===== src/rtl/rvx_uart_fifo.sv =====
// rvx_uart_fifo: memory-mapped 8N1 UART with TX/RX FIFOs, programmable baud divisor and sticky error flags
module rvx_uart_fifo #(
  parameter int CLOCK_FREQUENCY = 50000000,
  parameter int UART_BAUD_RATE  = 9600,
  parameter int FIFO_DEPTH      = 8
) (
  input  logic        clock,
  input  logic        reset,
  input  logic [4:0]  rw_address,
  output logic [31:0] read_data,
  input  logic        read_request,
  output logic        read_response,
  input  logic [31:0] write_data,
  input  logic        write_request,
  output logic        write_response,
  input  logic        uart_rx,
  output logic        uart_tx,
  output logic        uart_irq
);
  localparam int AW = $clog2(FIFO_DEPTH);
  localparam logic [15:0] DIV_RST = 16'(CLOCK_FREQUENCY / UART_BAUD_RATE);
  typedef enum logic [1:0] {IDLE, START, DATA, STOP} state_t;
  typedef logic [AW:0] ptr_t;
  logic [7:0] r_tx_mem [FIFO_DEPTH];
  logic [7:0] r_rx_mem [FIFO_DEPTH];
  ptr_t r_tx_wr, r_tx_rd, r_rx_wr, r_rx_rd;
  logic [15:0] r_baud_div;
  logic [1:0] r_ctrl;
  logic r_rx_ovr, r_frame_err, r_tx_ovf, r_irq, r_read_resp, r_write_resp, r_uart_tx;
  logic [31:0] r_read_data;
  state_t r_tx_state, w_tx_state_n, r_rx_state, w_rx_state_n;
  logic [15:0] r_tx_cnt, w_tx_cnt_n, r_tx_div, w_tx_div_n, r_rx_cnt, w_rx_cnt_n, r_rx_div, w_rx_div_n;
  logic [2:0] r_tx_bit, w_tx_bit_n, r_rx_bit, w_rx_bit_n, r_rx_sync;
  logic [7:0] r_tx_shift, w_tx_shift_n, r_rx_shift, w_rx_shift_n;
  ptr_t w_tx_count, w_rx_count;
  logic w_tx_empty, w_tx_full, w_rx_empty, w_rx_full;
  logic [7:0] w_tx_head, w_rx_head;
  logic w_wr_tx, w_wr_stat, w_wr_baud, w_wr_ctrl;
  logic w_tx_push, w_tx_pop, w_tx_ovf_set, w_tx_load, w_tx_bit_end, w_tx_line;
  logic w_rx_push, w_rx_pop, w_rx_ovr_set, w_rx_done, w_rx_ferr, w_rx_bit_end, w_rx_s, w_rx_fall;
  logic [31:0] w_status, w_rd_data;
  logic w_unused;
  assign w_unused = ^write_data[31:16];
  // count MSB set means exactly FIFO_DEPTH entries: the wrap bits differ while indices match
  assign w_tx_count = r_tx_wr - r_tx_rd;
  assign w_rx_count = r_rx_wr - r_rx_rd;
  assign w_tx_empty = w_tx_count == '0;
  assign w_rx_empty = w_rx_count == '0;
  assign w_tx_full = w_tx_count[AW];
  assign w_rx_full = w_rx_count[AW];
  assign w_tx_head = r_tx_mem[r_tx_rd[AW-1:0]];
  assign w_rx_head = r_rx_mem[r_rx_rd[AW-1:0]];
  assign w_wr_tx = write_request && rw_address == 5'h00;
  assign w_wr_stat = write_request && rw_address == 5'h08;
  assign w_wr_baud = write_request && rw_address == 5'h10;
  assign w_wr_ctrl = write_request && rw_address == 5'h14;
  assign w_rx_pop = read_request && rw_address == 5'h04 && !w_rx_empty;
  assign w_tx_push = w_wr_tx && (!w_tx_full || w_tx_pop);
  assign w_tx_ovf_set = w_wr_tx && w_tx_full && !w_tx_pop;
  assign w_rx_push = w_rx_done && (!w_rx_full || w_rx_pop);
  assign w_rx_ovr_set = w_rx_done && w_rx_full && !w_rx_pop;
  assign w_tx_bit_end = r_tx_cnt == r_tx_div - 16'd1;
  assign w_tx_load = !w_tx_empty && (r_tx_state == IDLE || (r_tx_state == STOP && w_tx_bit_end));
  assign w_tx_pop = w_tx_load;
  always_comb begin
    w_tx_state_n = r_tx_state;
    w_tx_cnt_n = r_tx_cnt + 16'd1;
    w_tx_bit_n = r_tx_bit;
    w_tx_shift_n = r_tx_shift;
    w_tx_div_n = r_tx_div;
    case (r_tx_state)
      IDLE: w_tx_cnt_n = '0;
      START: if (w_tx_bit_end) begin
        w_tx_state_n = DATA;
        w_tx_cnt_n = '0;
        w_tx_bit_n = '0;
      end
      DATA: if (w_tx_bit_end) begin
        w_tx_state_n = r_tx_bit == 3'd7 ? STOP : DATA;
        w_tx_cnt_n = '0;
        w_tx_bit_n = r_tx_bit + 3'd1;
        w_tx_shift_n = r_tx_shift >> 1;
      end
      STOP: if (w_tx_bit_end) begin
        w_tx_state_n = IDLE;
        w_tx_cnt_n = '0;
      end
    endcase
    // back-to-back frames reload straight from STOP without passing through IDLE
    if (w_tx_load) begin
      w_tx_state_n = START;
      w_tx_cnt_n = '0;
      w_tx_shift_n = w_tx_head;
      w_tx_div_n = r_baud_div;
    end
    w_tx_line = w_tx_state_n == START ? 1'b0 : w_tx_state_n == DATA ? w_tx_shift_n[0] : 1'b1;
  end
  assign w_rx_s = r_rx_sync[1];
  assign w_rx_fall = r_rx_sync[2] & ~r_rx_sync[1];
  assign w_rx_bit_end = r_rx_cnt == r_rx_div - 16'd1;
  always_comb begin
    w_rx_state_n = r_rx_state;
    w_rx_cnt_n = r_rx_cnt + 16'd1;
    w_rx_bit_n = r_rx_bit;
    w_rx_shift_n = r_rx_shift;
    w_rx_div_n = r_rx_div;
    w_rx_done = 1'b0;
    w_rx_ferr = 1'b0;
    case (r_rx_state)
      IDLE: begin
        w_rx_cnt_n = '0;
        if (w_rx_fall) begin
          w_rx_state_n = START;
          w_rx_div_n = r_baud_div;
        end
      end
      START: if (r_rx_cnt == (r_rx_div >> 1) - 16'd1) begin
        w_rx_state_n = w_rx_s ? IDLE : DATA;
        w_rx_cnt_n = '0;
        w_rx_bit_n = '0;
      end
      DATA: if (w_rx_bit_end) begin
        w_rx_state_n = r_rx_bit == 3'd7 ? STOP : DATA;
        w_rx_cnt_n = '0;
        w_rx_bit_n = r_rx_bit + 3'd1;
        w_rx_shift_n = {w_rx_s, r_rx_shift[7:1]};
      end
      STOP: if (w_rx_bit_end) begin
        // a low stop bit cannot retrigger: IDLE needs a fresh falling edge
        w_rx_state_n = IDLE;
        w_rx_done = w_rx_s;
        w_rx_ferr = !w_rx_s;
      end
    endcase
  end
  assign w_status = {26'd0, r_tx_ovf, r_frame_err, r_rx_ovr, w_tx_empty && r_tx_state == IDLE, !w_rx_empty, !w_tx_full};
  assign w_rd_data = rw_address == 5'h04 ? {24'd0, w_rx_empty ? 8'd0 : w_rx_head} :
                     rw_address == 5'h08 ? w_status :
                     rw_address == 5'h0C ? {16'd0, 8'(w_tx_count), 8'(w_rx_count)} :
                     rw_address == 5'h10 ? {16'd0, r_baud_div} :
                     rw_address == 5'h14 ? {30'd0, r_ctrl} : 32'd0;
  always_ff @(posedge clock) begin
    if (w_tx_push) r_tx_mem[r_tx_wr[AW-1:0]] <= write_data[7:0];
    if (w_rx_push) r_rx_mem[r_rx_wr[AW-1:0]] <= r_rx_shift;
  end
  always_ff @(posedge clock) begin
    if (reset) begin
      r_tx_wr <= '0;
      r_tx_rd <= '0;
      r_rx_wr <= '0;
      r_rx_rd <= '0;
      r_baud_div <= DIV_RST;
      r_ctrl <= '0;
      r_tx_ovf <= 1'b0;
      r_frame_err <= 1'b0;
      r_rx_ovr <= 1'b0;
      r_irq <= 1'b0;
      r_read_resp <= 1'b0;
      r_write_resp <= 1'b0;
      r_read_data <= '0;
      r_tx_state <= IDLE;
      r_tx_cnt <= '0;
      r_tx_div <= DIV_RST;
      r_tx_bit <= '0;
      r_tx_shift <= '0;
      r_uart_tx <= 1'b1;
      r_rx_sync <= 3'b111;
      r_rx_state <= IDLE;
      r_rx_cnt <= '0;
      r_rx_div <= DIV_RST;
      r_rx_bit <= '0;
      r_rx_shift <= '0;
    end else begin
      if (w_tx_push) r_tx_wr <= r_tx_wr + ptr_t'(1);
      if (w_tx_pop) r_tx_rd <= r_tx_rd + ptr_t'(1);
      if (w_rx_push) r_rx_wr <= r_rx_wr + ptr_t'(1);
      if (w_rx_pop) r_rx_rd <= r_rx_rd + ptr_t'(1);
      if (w_wr_baud) r_baud_div <= write_data[15:0] < 16'd4 ? 16'd4 : write_data[15:0];
      if (w_wr_ctrl) r_ctrl <= write_data[1:0];
      r_tx_ovf <= w_tx_ovf_set | (r_tx_ovf & ~(w_wr_stat & write_data[5]));
      r_frame_err <= w_rx_ferr | (r_frame_err & ~(w_wr_stat & write_data[4]));
      r_rx_ovr <= w_rx_ovr_set | (r_rx_ovr & ~(w_wr_stat & write_data[3]));
      r_irq <= (r_ctrl[0] & ~w_rx_empty) | (r_ctrl[1] & (r_rx_ovr | r_frame_err | r_tx_ovf));
      r_read_resp <= read_request;
      r_write_resp <= write_request;
      r_read_data <= read_request ? w_rd_data : '0;
      r_tx_state <= w_tx_state_n;
      r_tx_cnt <= w_tx_cnt_n;
      r_tx_div <= w_tx_div_n;
      r_tx_bit <= w_tx_bit_n;
      r_tx_shift <= w_tx_shift_n;
      r_uart_tx <= w_tx_line;
      r_rx_sync <= {r_rx_sync[1:0], uart_rx};
      r_rx_state <= w_rx_state_n;
      r_rx_cnt <= w_rx_cnt_n;
      r_rx_div <= w_rx_div_n;
      r_rx_bit <= w_rx_bit_n;
      r_rx_shift <= w_rx_shift_n;
    end
  end
  assign read_data = r_read_data;
  assign read_response = r_read_resp;
  assign write_response = r_write_resp;
  assign uart_tx = r_uart_tx;
  assign uart_irq = r_irq;
endmodule


===== config.mk =====
export PLATFORM = sky130hd
export DESIGN_NAME = rvx_uart_fifo
export DESIGN_NICKNAME = d
export VERILOG_FILES = /design/src/rtl/rvx_uart_fifo.sv
export SDC_FILE = /design/constraint.sdc
export NUM_CORES = 1
export LEC_CHECK = 0
export BUFFER_PORTS_ARGS = -buffer_cell sky130_fd_sc_hd__clkbuf_2
export CORE_AREA = 2 2 205 126
export CTS_CLUSTER_DIAMETER = 60
export DETAILED_ROUTE_END_ITERATION = 10
export DIE_AREA = 0 0 207 128
export GPL_TIMING_DRIVEN = 0
export PLACE_DENSITY = 0.73
export SETUP_SLACK_MARGIN = 0.2
export SYNTH_ARGS = -nofsm -noshare
export SYNTH_HDL_FRONTEND = slang
export SYNTH_SLANG_ARGS = --single-unit

===== constraint.sdc =====
create_clock -name clock -period 3.4 [get_ports clock]
set_input_delay 0.68 -clock clock [delete_from_list [all_inputs] [get_ports clock]]
set_output_delay 0.68 -clock clock [all_outputs]
set_load 0.01 [all_outputs]

# After elaboration in Yosys (flattened, before gate mapping)
# Memories as Yosys holds them, arrays and structs flattened. A register that Yosys moved wholly into a read port is not among the register bits.
# Cells that the tools add are included.
# Widths: inputs -> output; s select.
[word_totals]
ff_bits = 166
ram_bits = 128
inputBits = 42
wordCells = 184
memories = 2
[mem_list]
columns = ["memory", "depth", "word_bits", "read_ports", "rd_clocked_by_memory_dff", "wr", "line", "text"]
rows = [
  ["r_rx_mem", 8, 8, 1, 1, 1, "25", "logic [7:0] r_rx_mem [FIFO_DEPTH];"],
  ["r_tx_mem", 8, 8, 1, 1, 1, "24", "logic [7:0] r_tx_mem [FIFO_DEPTH];"],
]
[classes]
addsub = 13
magnitude_cmp = 1
n_eq_ne = 24
muxes = 48
bitwise = 21
n_reduce_logical = 46
[op_table]
columns = ["op", "n"]
rows = [
  ["$mux 16", 5],
  ["$eq 16x16->1", 3],
  ["$mux 8", 6],
  ["$pmux 16 s3", 1],
  ["$add 16x1->16 const B", 2],
  ["$pmux 16 s2", 1],
  ["$sub 16x1->16 const B", 2],
  ["$mux 3", 8],
  ["$mux 2", 10],
  ["$add 4x1->4 const B", 4],
  ["$lt 16x3->1 const B", 1],
  ["$sub 15x1->16 const B", 1],
  ["$logic_and 1x1->1", 15],
  ["$mux 1", 12],
  ["$mux 12", 1],
  ["$ne 2x2->1 const B", 6],
  ["$pmux 3 s2", 2],
  ["$eq 2x2->1 const B", 5],
  ["$eq 5x4->1 const B", 2],
  ["$eq 5x5->1 const B", 2],
  ["$and 1x1->1", 9],
  ["$logic_not 4->1", 2],
  ["$pmux 2 s4", 1],
  ["$reduce_bool 2->1", 4],
  ["other kinds (20)", 48],
]

# Longest topological paths before layout
[logic_depth]
ltp_word = 9
ltp_mapped = 13

# Worst setup path after synthesis
# OpenSTA, ideal clock, no wires.
[synth_timing]
path_kind = "reg2reg"
from = "reg r_rx_div[1]"
to = "mem r_rx_mem[4][0] (enable)"
setup_ns = 0.385
arrival_ns = 3.184
required_time_ns = 3.015
setup_slack_ns = -0.169
path_stages_with_launch = 10
n_path_buf = 1
period_less_slack_ns = 3.569
cell_sequence = "dfxtp_1 -> inv_1 -> ha_1 -> or3b_1 -> or4_4 -> a2111o_1 -> buf_6 -> nor3_4 -> nand2_1 -> nor3b_1"
[synth_via]
elab_chain_len = 7
[synth_rtl]
columns = ["element", "line", "text"]
rows = [
  ["start: declaration", "32", "logic [15:0] r_tx_cnt, w_tx_cnt_n, r_tx_div, w_tx_div_n, r_rx_cnt, w_rx_cnt_n, r_rx_div, w_rx_div_n;"],
  ["start signal: assignment", "196", "r_rx_div <= w_rx_div_n;"],
  ["$sub 16x1->16", "100", "assign w_rx_bit_end = r_rx_cnt == r_rx_div - 16'd1;"],
  ["$eq 16x16->1", "100", ""],
  ["$mux 1", "128", "STOP: if (w_rx_bit_end) begin"],
  ["$mux 1", "109", "case (r_rx_state)"],
  ["$logic_and 1x1->1", "60", "assign w_rx_push = w_rx_done && (!w_rx_full || w_rx_pop);"],
  ["$mux 1", "144", "if (w_rx_push) r_rx_mem[r_rx_wr[AW-1:0]] <= r_rx_shift;"],
  ["$mux 1 (implied by the code)", "144", ""],
  ["end: declaration", "25", ""],
]
# Every way passes these cells.

# Worst setup path in the final report
[layout_timing]
from = "reg r_rx_div[2]"
to = "mem r_rx_mem[5][5] (enable)"
# The elaborated chain is that of the path after synthesis.

==> flow_summary.toml <==
[outcome]
status = "completed"

[global_route]
grtUsageMet1_pct = 39.9
use_met3_pct = 4.75
top_usage_layer = "met1"
grt_max_degree = 16
grt_pass1_wl_mm = 53.3
antenna_found_initial = 0
overflow = 0
gr-usage-met2_pct = 37.4
grt_pass1_vias = 9493
grt_usage_pct = 25.7

[synthesis]
syn_area_per_cell_um2 = 11.1
yosysWarnings = 0
ys_types = 90
syn_area_um2 = 13400
ys_async_sr_fraction_pct = 0
ys_ff_latch = 284
synthCells = 1211
yosysSeqAreaShare_pct = 52.0
synth_ff_type = "dfxtp_1"
synth-edff-count = 128

[worst_setup_path]
critPathRequiredTime_ns = 3.66
end_kind = "register"
r2r_slack_ns = 0.16
crit_chain = "buf_8 > inv_4 > ha_4 > nor4b_4 > buf_4 > buf_6 > and3_4 > a211oi_2 > o31a_1 > o21bai_4 > nor3_4 > buf_6 > nand2_8 > nor3b_4 > buf_12"
reg2regPathDepth = 15
crit_arrival_ns = 3.50
critical_path.max_stage_delay_ns = 0.33
slowest_stage = "o31a_1"
cp_common_cell = "buf_6"
path_class = "reg2reg"
timing.rr.start = "r_rx_div[2]"
r2r-end = "r_rx_mem[5][5]"
startpoint_type = "register"
crit_fanout = 8

[power_and_ir_drop]
p_clk_share_pct = 39.3
p_seq_share_pct = 47.2
p_leak_nw = 5.56
max-vdd-ir-drop_mv = 0.311
intPower_mw = 5.86
p_sw_mw = 1.98
power_frac_comb_pct = 13.5
pwr_density_cell_nw_per_um2 = 494
p_sw_share_pct = 25.2
power.total_mw = 7.84

[cts]
cts_root_buf = "clkbuf_16"
ctsHoldBuffers = 0
cts_tree = "done"
insertion_delay_ns = 0.55
clock_tree.buffer_depth = 3
cts_made_buffers = 26
h-tree-depth = 1
clk_pin_slew_ns = 0.07
clock-sinks = 284

[run]
cap_violations = 0

[cells_and_area]
fin_nets = 1406
fill_cells = 1905
diodes = 0
postLayoutCoreUtil_pct = 64.1
syn2layout_area_growth_pct = 18.6
layout_commonest_cell = "dfxtp_1"
drive_above_1_share_pct = 22.0
most-common-layout-cells = "150 x dfxtp_1, 128 x edfxtp_1, 111 x nand2_1, 102 x nor2_1, 58 x nand3_1"

[detailed_routing]
drt_iter0_drc = 973
wl_mm = 34.3
drc = 0
ant_nets = 0
wl_per_cell_um = 20.3
via_count = 10000
drt_pass1_iterations = 6
vias_per_cell = 5.93

[timing]
rsz0062_at_grt = "true"
period_needed_ns = 3.24
final_hold_viol_count = 0
fin_crit_sh_pct = 95.2
worst_pin_slew_ns = 1.30
holdWs_ns = 0.322
tns_ns = 0
setup_violations = 0
skew_ns = 0.0112
slew_violations = 0
maxSlewHeadroom_pct = 11.9
clock.fmax_mhz = 309

[floorplan]
dieArea_um2 = 26500
core_um2 = 24800
die_x_um = 207
ioPinCount = 78
start_util_pct = 54.0
fp.dieH_um = 128
fp-row-count = 45

[placement]
io_buffers = 43
dp_hpwl_mm = 23.8
place_congestion = 0.919

[hold_path]
worstHoldPathCells = 2
hp-class = "in2reg"
hold_start = "uart_rx"
min_to = "r_rx_sync[0]"
## power groups by stage
stage,clock (mW),combinational [mW],sequential (mW)
after detailed placement,0,1.01,3.77
after CTS,3.11,1.03,3.70
after floorplan,0,0.747,3.76
after global routing,3.25,1.15,3.71
final,3.08,1.06,3.70
after global placement,0,0.996,3.77
## flip-flops by register name (all words and copies together) (netlist names), 3 cells and up, named ones only
signal	cells
r_rx_shift	8
r_rx_sync	3
r_rx_rd	4
r_tx_bit	3
read_data	16
r_tx_shift	8
r_baud_div	16
r_tx_rd	4
r_rx_cnt	16
r_tx_wr	4
r_tx_mem	64
r_rx_wr	4
r_rx_div	16
r_rx_bit	3
r_tx_cnt	16
r_tx_div	16
r_rx_mem	64
## what timing repair did
action                     in CTS  in global routing
pin swaps                      19                 26
resized for setup              56                 54
setup endpoints to repair     208                199
setup buffers                  31                 14
## layer usage
metal,routed length (um),share of wire (%)
met5,0,0
met2,14700,43
met3,2890,8.4
met4,621,1.8
met1,16100,47
## synthesized netlist by cell type (all sizes together) (3+ instances only)
master | count | area, um2
dfxtp | 156 | 3120
edfxtp | 128 | 3840
nand2 | 115 | 434
nor2 | 106 | 398
nand3 | 58 | 290
clkbuf | 55 | 206
a21oi | 50 | 250
xor2 | 49 | 429
xnor2 | 47 | 412
mux2i | 46 | 460
nor3 | 37 | 201
buf | 36 | 256
mux4 | 32 | 721
and3 | 26 | 163
inv | 23 | 86.3
nor4 | 21 | 201
o21ai | 21 | 116
a211oi | 20 | 155
ha | 20 | 250
nand4 | 13 | 81.3
nor2b | 10 | 62.6
a41oi | 8 | 70.1
nor4b | 8 | 113
a31oi | 7 | 43.8
nand3b | 7 | 52.6
o211ai | 7 | 57.6
or2 | 7 | 43.8
and2 | 6 | 37.5
mux2 | 6 | 67.6
nand2b | 6 | 37.5
nor3b | 6 | 50.1
or3 | 6 | 42.5
a32oi | 5 | 43.8
or4 | 5 | 48.8
a22oi | 4 | 35.0
o31ai | 4 | 30.0
a2111o | 3 | 33.8
a21o | 3 | 22.5
a221oi | 3 | 26.3
a222oi | 3 | 30.0
o31a | 3 | 26.3
## through the flow
stage          worst slack (ns)  cells  area [um2]
3_5_place_dp             -0.956   1598       14200
6_report                  0.164   1691       15900
3_3_place_gp             -0.841   1598       14200
4_1_cts                   0.162   1677       15600
2_1_floorplan            0.0562   1226       13500
5_1_grt                  0.0896   1691       15900
## kinds of logic after synthesis
group | after synthesis | share of synthesized area [%]
adder cells (fa/ha/maj) | 22 | 2.17
flip-flops | 284 | 52.0
multiplexers | 84 | 9.33
AND/OR/NAND/NOR | 446 | 17.5
buffers and inverters | 115 | 4.13
other | 1 | 0.0280
AO/OA/AOI/OAI | 163 | 8.50
XOR/XNOR | 96 | 6.28
## worst max-delay path, delay by kind of cell, from the launching register on
kind / cells / cell delay, ns
AND/OR/NAND/NOR: 5 / 1.04
buffers and inverters: 6 / 0.80
AO/OA/AOI/OAI: 3 / 0.63
flip-flops: 1 / 0.32
adder cells (fa/ha/maj): 1 / 0.14
## final cells by class
type                    instances  area [um2]  area share [%]
plain buffers                  91         493            3.10
well taps                     329         412            2.59
clock inverters                12         143           0.898
flip-flops and latches        284        6980            43.9
clock buffers                  36         761            4.79
inverters                      24        95.1           0.599
repair buffers                 88         653            4.11
multi-input cells             827        6340            40.0
## worst max-delay path by stage
stage	from	end	slack [ns]	depth (start not counted)
after global placement	r_tx_div[0]	r_tx_mem[6][3]	-0.84	11
after floorplan	r_tx_div[0]	r_tx_mem[4][0]	0.06	11
after detailed placement	r_tx_div[0]	r_tx_mem[5][3]	-0.96	11
after global routing	r_rx_div[2]	r_rx_mem[5][2]	0.09	15
final	r_rx_div[2]	r_rx_mem[5][5]	0.16	15
after CTS	r_rx_div[2]	r_rx_mem[4][2]	0.16	13
Power figures use the tool's default switching activity.
